<file path="config.mk">
export PLATFORM = sky130hd
export DESIGN_NAME = n_to_1_wormhole_arbiter
export DESIGN_NICKNAME = d
export VERILOG_FILES = /design/src/rtl/n_to_1_wormhole_arbiter.sv
export SDC_FILE = /design/constraint.sdc
export NUM_CORES = 1
export LEC_CHECK = 0
export ABC_AREA = 1
export BUFFER_PORTS_ARGS = -buffer_cell sky130_fd_sc_hd__buf_2
export CAP_MARGIN = 20
export CORE_MARGIN = 3
export CORE_UTILIZATION = 45
export CTS_BUF_LIST = sky130_fd_sc_hd__clkbuf_4
export DETAILED_ROUTE_END_ITERATION = 16
export GPL_TIMING_DRIVEN = 0
export HOLD_SLACK_MARGIN = 0.05
export PLACE_DENSITY = 0.74
export RECOVER_POWER = 50
export REMOVE_ABC_BUFFERS = 1
export SLEW_MARGIN = 20
export SYNTH_ARGS = -nofsm -noshare
export SYNTH_HDL_FRONTEND = slang
export SYNTH_SLANG_ARGS = --single-unit
</file>
<file path="constraint.sdc">
create_clock -name clk -period 34.2 [get_ports clk]
set_input_delay 8.55 -clock clk [delete_from_list [all_inputs] [get_ports clk]]
set_output_delay 8.55 -clock clk [all_outputs]
set_load 0.05 [all_outputs]
</file>
<file path="src/rtl/n_to_1_wormhole_arbiter.sv">
// n_to_1_wormhole_arbiter: N buffered inputs reduced to one output; priority grant with
// round-robin tie-break, wormhole lock from HEAD to TAIL, orphan BODY/TAIL discard.
module n_to_1_wormhole_arbiter #(
   parameter int N = 8,
   parameter int FLIT_SIZE = 32,
   parameter int HEADER_LEN = 2,
   parameter logic [HEADER_LEN-1:0] HEAD_FLIT = 2'b01,
   parameter logic [HEADER_LEN-1:0] BODY_FLIT = 2'b10,
   parameter logic [HEADER_LEN-1:0] TAIL_FLIT = 2'b11,
   parameter logic [HEADER_LEN-1:0] SINGLE_FLIT = 2'b00,
   parameter int CMP_POS = 29,
   parameter int CMP_LEN = 4,
   parameter int DEPTH = 4
) (
   input  logic                   clk,
   input  logic                   rst,
   input  logic [FLIT_SIZE*N-1:0] in,
   input  logic [N-1:0]           in_valid,
   output logic [N-1:0]           in_avail,
   output logic [FLIT_SIZE-1:0]   out,
   output logic                   out_valid,
   input  logic                   out_avail,
   output logic                   drop_pulse,
   output logic                   lock_active
);
   localparam int AW = $clog2(DEPTH);
   localparam int CW = AW + 1;
   localparam int IW = $clog2(N);
   typedef enum logic {IDLE, LOCKED} state_t;
   state_t state_q, state_d;
   logic [IW-1:0] owner_q, owner_d, rr_ptr_q, rr_ptr_d, sel, idx, oi;
   logic [AW-1:0] wr_q [N];
   logic [AW-1:0] wr_d [N];
   logic [AW-1:0] rd_q [N];
   logic [AW-1:0] rd_d [N];
   logic [CW-1:0] cnt_q [N];
   logic [CW-1:0] cnt_d [N];
   logic [FLIT_SIZE-1:0] mem_q [N][DEPTH];
   logic [FLIT_SIZE-1:0] head [N];
   logic [HEADER_LEN-1:0] typ [N];
   logic [CMP_LEN-1:0] prio [N];
   logic [CMP_LEN-1:0] best;
   logic [N-1:0] push, pop, cand, orph;
   logic found, have_orph;

   always_comb begin
      for (int i = 0; i < N; i++) begin
         head[i] = mem_q[i][rd_q[i]];
         typ[i] = head[i][FLIT_SIZE-1 -: HEADER_LEN];
         prio[i] = head[i][CMP_POS -: CMP_LEN];
         in_avail[i] = !rst && cnt_q[i] != CW'(DEPTH);
         push[i] = in_valid[i] && in_avail[i];
         cand[i] = cnt_q[i] != '0 && (typ[i] == HEAD_FLIT || typ[i] == SINGLE_FLIT);
         orph[i] = cnt_q[i] != '0 && (typ[i] == BODY_FLIT || typ[i] == TAIL_FLIT);
      end
   end

   always_comb begin
      state_d = state_q;
      owner_d = owner_q;
      rr_ptr_d = rr_ptr_q;
      sel = owner_q;
      idx = '0;
      best = '0;
      found = 1'b0;
      oi = '0;
      have_orph = 1'b0;
      pop = '0;
      drop_pulse = 1'b0;
      out_valid = 1'b0;
      if (state_q == IDLE) begin
         // strict '>' keeps the first tied candidate found scanning up from rr_ptr
         for (int k = 0; k < N; k++) begin
            idx = IW'((int'(rr_ptr_q) + k) % N);
            if (cand[idx] && (!found || prio[idx] > best)) begin
               found = 1'b1;
               best = prio[idx];
               sel = idx;
            end
         end
         for (int i = N - 1; i >= 0; i--)
            if (orph[i]) begin
               have_orph = 1'b1;
               oi = IW'(i);
            end
         out_valid = found;
         if (have_orph) begin
            pop[oi] = 1'b1;
            drop_pulse = 1'b1;
         end
         if (found && out_avail) begin
            pop[sel] = 1'b1;
            rr_ptr_d = (sel == IW'(N - 1)) ? '0 : sel + IW'(1);
            if (typ[sel] == HEAD_FLIT) begin
               state_d = LOCKED;
               owner_d = sel;
            end
         end
      end else begin
         out_valid = cnt_q[owner_q] != '0;
         if (out_valid && out_avail) begin
            pop[owner_q] = 1'b1;
            drop_pulse = typ[owner_q] == HEAD_FLIT || typ[owner_q] == SINGLE_FLIT;
            state_d = (typ[owner_q] == TAIL_FLIT) ? IDLE : LOCKED;
         end
      end
   end

   assign out = out_valid ? head[sel] : '0;
   assign lock_active = state_q == LOCKED;

   always_comb begin
      for (int i = 0; i < N; i++) begin
         wr_d[i] = wr_q[i] + AW'(push[i]);
         rd_d[i] = rd_q[i] + AW'(pop[i]);
         cnt_d[i] = cnt_q[i] + CW'(push[i]) - CW'(pop[i]);
      end
   end

   always_ff @(posedge clk or posedge rst) begin
      if (rst) begin
         state_q <= IDLE;
         owner_q <= '0;
         rr_ptr_q <= '0;
         for (int i = 0; i < N; i++) begin
            wr_q[i] <= '0;
            rd_q[i] <= '0;
            cnt_q[i] <= '0;
         end
      end else begin
         state_q <= state_d;
         owner_q <= owner_d;
         rr_ptr_q <= rr_ptr_d;
         for (int i = 0; i < N; i++) begin
            wr_q[i] <= wr_d[i];
            rd_q[i] <= rd_d[i];
            cnt_q[i] <= cnt_d[i];
         end
      end
   end

   always_ff @(posedge clk) begin
      for (int i = 0; i < N; i++)
         if (push[i]) mem_q[i][wr_q[i]] <= in[FLIT_SIZE*i +: FLIT_SIZE];
   end
endmodule

</file>
==> flow_metrics.py, run 1 <==
metrics = {
    "run_status": {
        "status": "finished, violations left",
        "failed_checks": "capacitance limit, slew limit",
    },
    "yosys": {
        "synth_warnings": 0,
        "synth_edf_count": 1024,
        "synth.cell_area_mm2": 0.0477,
        "synth.avg_cell_area_um2": 11.6,
        "ys_seq_elements": 1087,
        "syn_inst": 4126,
        "synth_seq_area_share_pct": 67.8,
        "synth_cell_type_count": 48,
        "synthArstFlopShare_pct": 5.80,
        "synthFlopType": "edfxtp_1",
    },
    "critical_path": {
        "critical-path-max-stage-delay_ns": 0.95,
        "crit_slowest_cell": "dfrtp_1",
        "cp_common_cell": "nand2_1",
        "end_kind": "output pin",
        "crit_arrival_ns": 17.54,
        "cp_max_fo": 79,
        "required_ns": 25.65,
        "timing.rr.start": "rr_ptr_q[1]",
        "crit_start": "rr_ptr_q[1]",
        "worstSetupPathType": "flip-flop to output pin",
        "startpoint_type": "flip-flop",
    },
    "grt": {
        "grt.overflow.total": 0,
        "grt_pass1_wl_um": 206000,
        "antenna_found_initial": 59,
        "track_usage_pct": 25.0,
        "grt_max_degree": 80,
        "first_global_vias": 33600,
    },
    "layout": {
        "drive_gt1_share_pct": 15.6,
        "nets": 4972,
        "syn2layout_area_growth_pct": 14.6,
        "design_area_mm2": 0.0546,
    },
    "route": {
        "post_drt_wl_per_cell_um": 22.6,
        "drt-total-wl_um": 141000,
        "drtAntennaViolNets": 0,
        "vias": 35200,
        "drc": 0,
        "first_pass_iters": 6,
        "dr.first_iter.drc_count": 3911,
        "routed_via_density": 5.65,
    },
    "clock_network": {
        "cts_hold_buf": 0,
        "insertion_delay_ns": 1.16,
        "cts_root_buf": "clkbuf_4",
        "numCtsBuffers": 294,
        "clock_sinks": 1087,
        "htreeDepth": 5,
        "post_cts_buffers": 0,
        "cts_tree": "done",
        "clk_pin_slew_ns": 0.08,
        "cts_buffer_depth": 4,
        "ctsResizeCount": 0,
    },
    "floorplan": {
        "die_w_um": 331,
        "io_pins": 310,
        "core-area_mm2": 0.104,
        "rows": 118,
        "die-area_mm2": 0.110,
        "die_y_um": 331,
        "start_util_pct": 45.7,
    },
    "timing": {
        "rsz0062_at_grt": "no",
        "fin_crit_sh_pct": 76.3,
        "fin_hold_ws_ns": 0.471,
        "post-route-min-period_ns": 26.09,
        "maxSlewViolCount": 66,
        "setup_viol": 0,
        "clock_skew_ns": 0.132,
        "max_slew_margin_pct": -46.9,
        "finalHoldViolCount": 0,
        "setup_tns_ns": 0,
        "fmax_ghz": 0.0383,
        "worst_pin_slew_ns": 2.20,
    },
    "place": {
        "gp_congestion": 0.963,
        "place_area_mm2": 0.0514,
        "numPortBuffers": 309,
        "dpl.hpwl_um": 99400,
    },
    "job": {
        "cap_violations": 2,
    },
    "min_path": {
        "hold_path_class": "flip-flop to flip-flop",
        "min_from": "cnt_q[16]",
    },
}
==> stage by stage <==
step,utilization [%],worst slack (ns),cells
2_1_floorplan,-,12.44,3886
3_3_place_gp,47.7,5.87,5575
3_5_place_dp,49.3,9.66,5717
4_1_cts,52.6,8.31,6187
5_1_grt,52.3,6.71,6202
6_report,52.3,8.11,6221
==> cell usage in the layout (no fill, tap or decap), types with 6 or more instances in the layout <==
master,n
xnor2_1,9
a22oi_1,6
o21ai_0,162
o21bai_1,7
buf_12,12
clkbuf_4,422
nand2_2,26
xor2_1,25
nor2_1,158
dfrtp_1,54
a32o_1,191
clkinv_2,12
a31oi_1,13
a32oi_1,13
nand3_2,17
ha_1,63
inv_4,6
inv_1,131
mux2i_1,23
nor3_1,6
fa_1,8
edfxtp_1,1024
clkinv_1,32
inv_2,15
buf_4,99
diode_2,33
nor3_2,28
o22ai_1,23
buf_6,26
nand2_1,1297
clkbuf_1,258
o21ai_1,8
a21oi_1,234
nand3_1,287
nand2_4,6
buf_2,52
==> final timing paths <==
kind,end,slack [ns],cells past startpoint
worst max-delay path,out[0],8.11,74
worst max register to register,cnt_q[14],18.56,73
min in group asynchronous,rr_ptr_q[0],8.25,2
worst min-delay path,cnt_q[17],0.47,1
max in group asynchronous,rd_q[12],22.93,3
worst min register to register,cnt_q[17],0.47,1
==> sequential cells by signal (all words and copies together) (netlist names) <==
register     cells
cnt_q           24
lock_active      1
mem_q         1024
owner_q          3
rd_q            16
rr_ptr_q         3
wr_q            16
==> critical path: cells and delay by family, from the launching register on <==
| family | cells | cell delay (ns) |
|---|---|---|
| multiplexers | 1 | 0.19 |
| AO/OA/AOI/OAI | 21 | 3.80 |
| flip-flops | 1 | 0.95 |
| adder cells (fa/ha/maj) | 8 | 3.14 |
| AND/OR/NAND/NOR | 37 | 5.47 |
| buffers and inverters | 7 | 2.58 |
==> layer usage <==
metal	GRT usage (%)	wire, um
met4	9.87	5070
met1	32.0	53500
met5	0	242
met3	7.64	15600
met2	39.8	66400
==> area by class of cell <==
cell class              instances  area, um^2
well taps                    1380        1730
flip-flops and latches       1087       32300
fillers                      8931       49800
multi-input cells            2643       13800
inverters                     156         613
repair buffers                452        2640
clock buffers                 422        3170
clock inverters                48         283
diodes                         33        82.6
==> logic make-up after synthesis <==
| family | after synthesis | share of synthesized area, % |
|---|---|---|
| compound gates | 669 | 9.40 |
| xor+xnor | 36 | 0.677 |
| fa+ha+maj | 71 | 1.99 |
| buf+inv | 396 | 3.69 |
| flops | 1087 | 67.8 |
| mux | 23 | 0.483 |
| simple gates | 1844 | 15.9 |
==> cells in the mapped netlist (16+ instances only) <==
cell type	n	share of area [%]
o22ai_1	23	0.30
o21ai_0	162	1.7
buf_2	48	0.50
buf_1	34	0.27
a21oi_1	234	2.5
nor2_1	158	1.2
clkbuf_1	119	0.94
xor2_1	26	0.48
nand2_1	1299	10
ha_1	63	1.7
nand3_2	18	0.38
nand2_2	26	0.34
inv_2	19	0.15
nor3_1	34	0.36
edfxtp_1	1024	65
mux2i_1	23	0.48
buf_4	23	0.36
dfrtp_1	63	3.3
a32o_1	191	4.0
inv_1	135	1.1
nand3_1	287	3.0
buf_6	16	0.38
Power of run 1 is left out: the tool's default activity adds up to more than one toggle a clock period on the data nets, which glitch-free logic cannot reach.
==> run 2: changes to the inputs <==
--- a/config.mk
+++ b/config.mk
@@ -14,7 +14,7 @@
 export DETAILED_ROUTE_END_ITERATION = 16
 export GPL_TIMING_DRIVEN = 0
 export HOLD_SLACK_MARGIN = 0.05
-export PLACE_DENSITY = 0.74
+export PLACE_DENSITY = 0.77
 export RECOVER_POWER = 50
 export REMOVE_ABC_BUFFERS = 1
 export SLEW_MARGIN = 20
==> constraint.sdc (replaced) <==
create_clock -name clk -period 21.4 [get_ports clk]
set_input_delay 5.35 -clock clk [delete_from_list [all_inputs] [get_ports clk]]
set_output_delay 5.35 -clock clk [all_outputs]
set_load 0.05 [all_outputs]
==> run 2 against run 1 <==
The flow still finishes with violations (capacitance limit, slew limit); non-clock buffer count is 7 higher; first-iteration DRC count is 5.0% higher; count of clock-buffer cells in the layout stayed put; clock skew is 0.0094 ns lower; setup slack worse by 7.2 ns; sequential cell count stayed put; routed wire length is 1.3% higher; core utilization is 0.38 points higher; worst hold slack worse by 0.0063 ns; register-to-register slack worse by 11 ns; critical path type unchanged; critical endpoint is now out[3]; largest cell class unchanged.
==> flow_metrics.py, run 2 (synthesized netlist as in run 1, its figures left out) <==
metrics = {
    "grt": {
        "track_usage_pct": 24.9,
        "grt_max_degree": 81,
        "busiest_layer": "met2",
        "first_global_vias": 33300,
        "use_met1_pct": 31.4,
        "grt_pass1_wl_um": 206000,
        "grt.overflow.total": 0,
        "use_met2_pct": 39.7,
        "met3_usage_pct": 7.88,
        "antenna_found_initial": 45,
    },
    "min_path": {
        "min_from": "cnt_q[16]",
        "worstHoldPathCells": 1,
        "hold_path_class": "flip-flop to flip-flop",
        "whs_endpoint": "cnt_q[17]",
    },
    "critical_path": {
        "crit_arrival_ns": 15.14,
        "ff2ff_setup_slack_ns": 7.42,
        "critical-path-max-stage-delay_ns": 0.63,
        "cp_common_cell": "nand2_1",
        "required_ns": 16.05,
        "worstSetupPathType": "flip-flop to output pin",
        "cp_max_fo": 41,
        "timing.rr.start": "rr_ptr_q[0]",
        "reg2regPathDepth": 73,
        "end_kind": "output pin",
        "startpoint_type": "flip-flop",
        "crit_slowest_cell": "dfrtp_4",
        "reg2reg_to": "cnt_q[14]",
    },
    "clock_network": {
        "cts_root_buf": "clkbuf_4",
        "clock_sinks": 1087,
        "cts_buffer_depth": 4,
        "htreeDepth": 5,
        "cts_tree": "done",
        "insertion_delay_ns": 1.17,
        "numCtsBuffers": 289,
        "clk_pin_slew_ns": 0.07,
    },
    "layout": {
        "largest_reg_flops": 1024,
        "final_cell_mix": "nand2_1 (1295), edfxtp_1 (1024), clkbuf_4 (422), nand3_1 (287), clkbuf_1 (258)",
        "final_common_cell": "nand2_1",
        "nets": 4978,
        "final_util_pct": 52.7,
        "drive_gt1_share_pct": 16.1,
        "syn2layout_area_growth_pct": 15.4,
        "fill_cells": 8849,
    },
    "run_status": {
        "failed_checks": "capacitance limit, slew limit",
        "status": "finished, violations left",
    },
    "timing": {
        "post-route-min-period_ns": 20.49,
        "rsz0062_at_grt": "no",
        "fin_crit_sh_pct": 95.7,
        "maxSlewViolCount": 38,
        "fmax_ghz": 0.0488,
        "clock_skew_ns": 0.123,
        "max_slew_margin_pct": -61.9,
        "finalHoldViolCount": 0,
        "fin_hold_ws_ns": 0.465,
        "post-route-worst-setup-slack_ns": 0.912,
        "worst_pin_slew_ns": 2.43,
        "setup_viol": 0,
    },
    "route": {
        "vias": 35100,
        "post_drt_wl_per_cell_um": 22.9,
        "dr.first_iter.drc_count": 4108,
        "first_pass_iters": 7,
        "drt-total-wl_um": 143000,
        "drtAntennaViolNets": 0,
        "drc": 0,
        "routed_via_density": 5.63,
    },
    "floorplan": {
        "die-area_mm2": 0.110,
        "core-area_mm2": 0.104,
        "start_util_pct": 45.7,
        "io_pins": 310,
        "die_y_um": 331,
        "rows": 118,
        "die_w_um": 331,
    },
    "place": {
        "gp_congestion": 0.962,
        "dp_slack_ns": 0.0553,
        "dpl.hpwl_um": 99600,
        "numPortBuffers": 309,
    },
    "job": {
        "cap_violations": 2,
    },
}
## run 2: repair_timing
item,CTS,global route
resized for setup,20,32
setup buffers,1,5
pin swaps,1,1
hold endpoints to repair,0,0
endpoints found under the setup margin,32,32
hold buffers,0,0
gates cloned,1,3
## run 2: worst max-delay path by stage
stage                      from       to  slack [ns]  cells after the start
floorplan           rr_ptr_q[0]  out[11]        2.84                     75
global placement        rd_q[2]  out[25]       -4.06                     80
detailed placement  rr_ptr_q[1]   out[0]        0.06                     74
CTS                 rr_ptr_q[0]  out[13]        0.01                     75
global route           rd_q[10]  out[17]        0.01                     83
finish              rr_ptr_q[0]   out[3]        0.91                     74
## run 2: critical path: cells and delay by family, from the launching register on
family / cells / cell delay (ns)
and+or+nand+nor: 37 / 4.86
buffers and inverters: 8 / 1.85
DFF: 1 / 0.63
AOI/OAI and AO/OA: 21 / 3.80
adders and majority gates: 8 / 2.71
## run 2: area by class of cell
cell class	count	area, um^2	share of cell area, %
antenna	28	70.1	0.127
multi-input combinational	2645	13800	25.1
sequential	1087	32400	58.8
clock inverter	60	445	0.810
clock buffer	422	3170	5.76
timing repair inverter	2	10.0	0.0182
inverter	156	689	1.25
timing repair buffer	459	2740	4.98
tap	1380	1730	3.14
## run 2: stage by stage
stage	cell area [um^2]	TNS, ns	instances
2_1_floorplan	46500	0	3886
3_3_place_gp	49800	-122.37	5575
3_5_place_dp	51400	0	5718
4_1_cts	55100	0	6202
5_1_grt	55000	0	6223
6_report	55000	0	6239
## run 2: per-layer routing
| layer | routed length (um) | part of all wire [%] | vias up |
|---|---|---|---|
| met2 | 67500 | 47 | 1865 |
| met5 | 221 | 0.15 | - |
| met4 | 5220 | 3.7 | 32 |
| li1 | - | - | 16000 |
| met1 | 53500 | 37 | 16900 |
| met3 | 16200 | 11 | 305 |
Power of run 2 is left out for the same reason.
